$ cat config.mk
export PLATFORM = sky130hd
export DESIGN_NAME = decade_chain_ctrl
export DESIGN_NICKNAME = d
export VERILOG_FILES = /design/src/rtl/decade_ctrl_pkg.sv /design/src/rtl/bcd_digit.sv /design/src/rtl/decade_chain_ctrl.sv
export SDC_FILE = /design/constraint.sdc
export NUM_CORES = 1
export LEC_CHECK = 0
export CAP_MARGIN = 20
export CORE_MARGIN = 4
export CORE_UTILIZATION = 40
export CTS_CLUSTER_DIAMETER = 100
export CTS_CLUSTER_SIZE = 8
export DETAILED_ROUTE_END_ITERATION = 6
export HOLD_SLACK_MARGIN = 0.12
export PLACE_DENSITY = 0.62
export REMOVE_ABC_BUFFERS = 1
export SLEW_MARGIN = 20
export SYNTH_ARGS = -nofsm -noshare
export SYNTH_HDL_FRONTEND = slang
export SYNTH_SLANG_ARGS = --single-unit
export TNS_END_PERCENT = 10
$ cat constraint.sdc
create_clock -name clk -period 5.6 [get_ports clk]
set_clock_uncertainty 0.1 [all_clocks]
set_input_delay 1.12 -clock clk [delete_from_list [all_inputs] [get_ports clk]]
set_output_delay 1.12 -clock clk [all_outputs]
set_load 0.01 [all_outputs]
$ cat src/rtl/decade_ctrl_pkg.sv
// Shared types and constants for the decade counter chain controller.
// Holds the FSM state encoding and BCD digit constants.
package decade_ctrl_pkg;

    localparam int DIGIT_W = 4;
    localparam logic [DIGIT_W-1:0] BCD_MAX = 4'd9;

    typedef enum logic [1:0] {
        IDLE  = 2'd0,
        RUN   = 2'd1,
        PAUSE = 2'd2,
        DONE  = 2'd3
    } state_t;

endpackage

$ cat src/rtl/bcd_digit.sv
// One BCD decade cell of the counter chain.
// Ports: clk, reset (async, high), en (advance), clr (sync zero),
//        value (BCD digit), tc (digit at terminal value).
module bcd_digit
    import decade_ctrl_pkg::*;
(
    input  logic               clk,
    input  logic               reset,
    input  logic               en,
    input  logic               clr,
    output logic [DIGIT_W-1:0] value,
    output logic               tc
);

    // Illegal codes 10..15 behave as 9 so the chain always recovers.
    assign tc = (value >= BCD_MAX);

    always_ff @(posedge clk or posedge reset) begin
        if (reset)
            value <= '0;
        else if (clr)
            value <= '0;
        else if (en)
            value <= tc ? '0 : value + 1'b1;
    end

endmodule

$ cat src/rtl/decade_chain_ctrl.sv
// Run/stop/clear controller owning an NDIG-digit cascaded BCD count.
// Ports: clk, reset (async, high), start/stop/clear commands, x (count
//        request), out (BCD count), z (terminal pulse), run, done.
//        LAP_HOLD_EN adds lap and a snapshot that can freeze out.
module decade_chain_ctrl
    import decade_ctrl_pkg::*;
#(
    parameter int NDIG = 4,
    parameter bit WRAP = 1'b1
) (
    input  logic                      clk,
    input  logic                      reset,
    input  logic                      start,
    input  logic                      stop,
    input  logic                      clear,
    input  logic                      x,
`ifdef LAP_HOLD_EN
    input  logic                      lap,
`endif
    output logic [DIGIT_W*NDIG-1:0]   out,
    output logic                      z,
    output logic                      run,
    output logic                      done
);

    state_t state_q, state_d;
    logic inc, term, all_tc;
    logic [NDIG-1:0] en, tc;
    logic [DIGIT_W*NDIG-1:0] cnt;

    assign all_tc = &tc;

    // Commands resolve as clear > stop > start.
    always_comb begin
        state_d = state_q;
        inc     = 1'b0;
        term    = 1'b0;
        unique case (state_q)
            IDLE: begin
                if (!clear && !stop && start)
                    state_d = RUN;
            end
            RUN: begin
                if (clear)
                    state_d = IDLE;
                else if (stop)
                    state_d = PAUSE;
                else if (x) begin
                    term = all_tc;
                    // Saturating build holds at all-9s instead of rolling.
                    inc  = !(all_tc && !WRAP);
                    if (all_tc && !WRAP)
                        state_d = DONE;
                end
            end
            PAUSE: begin
                if (clear)
                    state_d = IDLE;
                else if (!stop && start)
                    state_d = RUN;
            end
            DONE: begin
                if (clear)
                    state_d = IDLE;
            end
        endcase
    end

    always_ff @(posedge clk or posedge reset) begin
        if (reset) begin
            state_q <= IDLE;
            z       <= 1'b0;
        end else begin
            state_q <= state_d;
            z       <= term;
        end
    end

    assign run  = (state_q == RUN);
    assign done = (state_q == DONE);

    assign en[0] = inc;

    for (genvar i = 0; i < NDIG; i++) begin : g_dig
        if (i > 0) begin : g_en
            assign en[i] = en[i-1] & tc[i-1];
        end
        bcd_digit u_dig (
            .clk   (clk),
            .reset (reset),
            .en    (en[i]),
            .clr   (clear),
            .value (cnt[i*DIGIT_W +: DIGIT_W]),
            .tc    (tc[i])
        );
    end

`ifdef LAP_HOLD_EN
    logic frozen;
    logic [DIGIT_W*NDIG-1:0] snap;

    // Freeze captures the pre-increment count; stop/clear always release.
    always_ff @(posedge clk or posedge reset) begin
        if (reset) begin
            frozen <= 1'b0;
            snap   <= '0;
        end else if (clear || stop) begin
            frozen <= 1'b0;
        end else if (lap && state_q == RUN) begin
            frozen <= !frozen;
            snap   <= cnt;
        end
    end

    assign out = frozen ? snap : cnt;
`else
    assign out = cnt;
`endif

endmodule

# After elaboration in Yosys (flattened, before gate mapping)
# Index checks and enable logic that the tools add are counted.
[word_totals] mem_bits_rw=0 ff_bits=19 rom_bits=0 latch_bits=0 in_bits=6 wordCells=63 output_inout_bits=19 mem_count=0
[op_classes] n_eq_ne=7 mul=0 n_mux=27 n_div=0 shift=0 n_lt_le_gt_ge=4 n_bitwise=3 addsub=4 n_reduce_logical=12
[op_table] operator="2-to-1 mux 4 bit" count=12
[op_table] operator="adder 4 x 1 -> 4 bit, second input constant" count=4
[op_table] operator="greater-or-equal comparator 4 bit, second input constant" count=4
[op_table] operator="2-to-1 mux 2 bit" count=6
[op_table] operator="2-to-1 mux 1 bit" count=8
[op_table] operator="case mux 2 bit (4 select lines)" count=1
[op_table] operator="AND reduction 4 bit" count=2
[op_table] operator="nonzero test 2 bit" count=4
[op_table] operator="inequality test 3 bit, second input constant" count=2
[op_table] operator="equality test 2 bit, second input constant" count=2
[op_table] operator="inequality test 2 bit, second input constant" count=2
[op_table] operator="AND 1 bit" count=3
[op_table] operator="logical AND 1 bit" count=3
[op_table] operator="equality test 2 x 1 -> 1 bit, second input constant" count=1
[op_table] operator="zero test 1 bit" count=2
[op_table] operator="zero test 2 bit" count=1

# Logic depth before layout (Yosys ltp)
[depth] word_depth=9 mapped_depth=7 mapped_depth_nobuf=6

# Modules after synthesis
# Synthesis repeated with hierarchy kept, for this count alone.
[hier_totals] hier_cells=125 hier_area_um2=1277.5
[modules_own_cells] mod="bcd_digit" n_inst=4 area_per_inst_um2=271.5 seq_area_each_um2=100.1 cells_each=26
[modules_own_cells] mod="decade_chain_ctrl" n_inst=1 area_per_inst_um2=191.4 seq_area_each_um2=75.1 cells_each=21

# Least setup slack after synthesis
# OpenSTA, ideal clock, no wires.
[synth_path] path_type="input port to flip-flop" from="input clear" to="register g_dig[3].u_dig.value[3]" n_path_buf=1 setup_time_ps=126 setup_slack_ps=3034 required_ps=5374 arrival_time_ps=2339 stages=5 path_cell_list="and3b_2 -> nand4_4 -> or3_1 -> buf_2 -> a311o_1"
[synth_between] elab_chain_len=6 word_cells_on_any_way=7 cone_classes="3 x mux; 3 x bitwise; 1 x reduce/logical"
[synth_lines] element="from (decl)" line_no="decade_chain_ctrl.sv:15" rtl="input logic clear,"
[synth_lines] element="2-to-1 mux 1 bit" line_no="decade_chain_ctrl.sv:44" rtl="if (clear)"
[synth_lines] element="2-to-1 mux 1 bit" line_no="decade_chain_ctrl.sv:38" rtl="unique case (state_q)"
[synth_lines] element="AND 1 bit (3 in a row)" line_no="decade_chain_ctrl.sv:86" rtl="assign en[i] = en[i-1] & tc[i-1];"
[synth_lines] element="nonzero test 2 bit (no source line)"
[synth_lines] element="to (signal assigned)" line_no="bcd_digit.sv:24" rtl="value <= tc ? '0 : value + 1'b1;"
[synth_lines] element="to (decl)" line_no="bcd_digit.sv:11" rtl="output logic [DIGIT_W-1:0] value,"
# Several ways; a longest one is shown, not always the timed one.
# A chain may end at the register's enable or synchronous reset.

# Final worst setup path
# Ends and elaborated chain as after synthesis.

==> results.py <==
metrics = {
    "yosys": {
        "yosys_most_used_dff": "dfrtp_1",
        "ys_top_cells_by_count": "dfrtp_1 (19), inv_1 (13), ha_1 (12)",
        "synth-async-reset-ratio_pct": 100,
        "synth_edf_count": 0,
        "yosysSeqAreaShare_pct": 40.3,
        "yosysTopAreaCell": "dfrtp_1",
        "ys_types": 36,
        "synth_area_leaders": "dfrtp_1 (40%), ha_1 (13%), inv_1 (4.1%)",
        "synthCells": 125,
        "syn_area_mm2": 0.00118,
        "yosysWarnings": 0,
        "avgSynthCellArea_um2": 9.45,
        "synth_most_common_cell": "dfrtp_1",
        "synth_top_cell_area_share_pct": 40.3,
        "synth-seq-cells": 19,
    },
    "clock_tree": {
        "cts_sinks": 19,
        "cts_hold_buf": 0,
        "cts_tree": "yes",
        "htreeDepth": 1,
        "cts_resized": 0,
        "cts_root_buf": "clkbuf_4",
        "cts-buffers-inserted": 3,
        "clkLatencyLatePin_ns": 0.29,
        "cts.clk_slew.worst_paths_ns": 0.11,
        "cts_setup_buffers": 0,
        "clk_path_buf_depth": 2,
    },
    "setup_path": {
        "cp_slowest_cell": "clkdlybuf4s50_1",
        "worst_setup_path_start_kind": "input port",
        "path_delay_family": "simple AND/OR/NAND/NOR gates",
        "path_class": "in2reg",
        "worst_ep_required_time_ns": 5.69,
        "crit_buf_inv": 1,
        "regToRegEndpoint": "g_dig[3].u_dig.value[3]$_DFFE_PP0P_",
        "slowest_delay_ns": 0.69,
        "worstPathArrival_ns": 3.22,
        "crit_chain": "clkdlybuf4s50_1, and3b_2, nand4_4, or3_1, a311o_1",
        "cp_max_fo": 17,
        "r2r_start": "g_dig[0].u_dig.value[0]$_DFFE_PP0P_",
        "endpoint_kind": "flip-flop",
        "reg2reg_depth": 6,
        "ff2ff_setup_slack_ns": 3.36,
    },
    "floorplan": {
        "start_util_pct": 42.5,
        "ios": 25,
        "die_y_um": 62.3,
        "die_width_um": 62.3,
        "core_mm2": 0.00278,
        "rows": 19,
        "fp.dieArea_mm2": 0.00389,
    },
    "power": {
        "vdd_drop_max_v": 0.000103,
        "p_leak_nw": 0.625,
        "totalPowerFinal_uw": 229,
        "power.density_mw_per_mm2": 156,
    },
    "min_path": {
        "hold_start": "g_dig[2].u_dig.value[2]$_DFFE_PP0P_",
        "worstHoldEndpoint": "g_dig[2].u_dig.value[2]$_DFFE_PP0P_",
        "hold_depth": 1,
        "hp-class": "reg2reg",
    },
    "timing": {
        "fin_setup_tns_ns": 0,
        "fin_crit_ns": 3.14,
        "tightest_slew_ns": 0.764,
        "max_slew_margin_pct": 49.0,
        "finalHoldViolCount": 0,
        "post-route-period-util_pct": 56.0,
        "setup_viol_count_final": 0,
        "hold_ws_ns": 0.457,
        "rsz0062_at_grt": "false",
        "maxClockFrequency_mhz": 319,
        "slew_viol_final": 0,
    },
    "final_layout": {
        "final_core_util_pct": 53.0,
        "final_nets": 169,
        "area_growth_pct": 24.8,
        "final_layout_size_suffix_gt1_share_pct": 6.00,
        "antenna-diode-count": 0,
    },
    "detailed_routing": {
        "drt_pass1_iterations": 4,
        "wl_mm": 2.61,
        "post-route-drc-count": 0,
        "vias": 1000,
        "wl_per_cell_um": 14.4,
        "ant_nets": 0,
        "drt_iter0_markers": 31,
        "via_per_inst": 5.52,
    },
    "grt": {
        "grt_max_degree": 20,
        "first_global_vias": 1007,
        "antenna_found_initial": 0,
        "grt_use_total_pct": 14.2,
        "grt_pass1_wl_mm": 4.61,
        "overflow": 0,
    },
    "place": {
        "port_buffers": 24,
        "gp_congestion": 0.782,
        "dp_hpwl_mm": 1.97,
    },
    "run_status": {
        "status": "completed",
    },
    "job": {
        "drv_cap": 0,
    },
}
## layer usage
layer  global-route usage, %  routed length (um)
met1                    18.9                1300
met2                    21.2                1180
met3                    4.50                 114
met4                    5.57                  17
met5                       0                   0
## cell usage in the layout (no fill, tap or decap), types with 3 or more instances in the layout
master           synthesis  layout
dfrtp_1                 19      19
nand4b_1                 4       4
ha_1                    12      12
nand2_1                 11      11
or3b_2                   3       3
inv_1                   13      13
nor3_1                   4       4
nor2_1                   7       7
clkdlybuf4s50_1          0      24
a21oi_1                  9       9
o21ai_0                  6       6
clkbuf_4                 0       3
nand3_1                  6       6
## state kept, by name, indices dropped and copies added (netlist names)
| name | cells |
|---|---|
| state_q | 2 |
| z | 1 |
| g_dig.u_dig.value | 16 |
## where the power goes
part	total, mW	internal, mW	switching [mW]
Sequential	0.141	0.138	0.00263
Clock	0.0693	0.0277	0.0416
Combinational	0.0191	0.00851	0.0106
Total	0.229	0.175	0.0548
## layout make-up
class / count / area, um2
Inverter: 13 / 48.8
Multi-Input combinational cell: 90 / 644
Timing Repair Buffer: 24 / 240
Tap cell: 31 / 38.8
Sequential cell: 19 / 475
Fill cell: 260 / 1310
Clock buffer: 4 / 26.3
## logic make-up after synthesis
group,after synthesis,synth area share [%]
AO/OA/AOI/OAI,26,14.4
flip-flops,19,40.3
adder cells (fa/ha/maj),12,12.7
XOR/XNOR,2,1.48
multiplexers,1,0.847
buffers and inverters,16,5.19
AND/OR/NAND/NOR,49,25.1
## worst max-delay path by stage
stage | end | slack [ns] | cells past startpoint | startpoint
final | g_dig[3].u_dig.value[3]$_DFFE_PP0P_ | 2.46 | 5 | clear
after global routing | g_dig[3].u_dig.value[3]$_DFFE_PP0P_ | 2.37 | 5 | clear
after CTS | g_dig[3].u_dig.value[3]$_DFFE_PP0P_ | 2.48 | 5 | clear
after detailed placement | g_dig[3].u_dig.value[3]$_DFFE_PP0P_ | 2.15 | 5 | clear
after global placement | g_dig[3].u_dig.value[3]$_DFFE_PP0P_ | 2.18 | 5 | clear
after floorplan | g_dig[3].u_dig.value[3]$_DFFE_PP0P_ | 3.07 | 4 | clear
## metrics by stage
stage,area [um2],std cells,setup WS (ns)
final,1470,181,2.46
after global routing,1470,181,2.37
after CTS,1470,181,2.48
after detailed placement,1450,177,2.15
after global placement,1450,177,2.18
after floorplan,1170,122,3.07
Power figures use the tool's default switching activity.
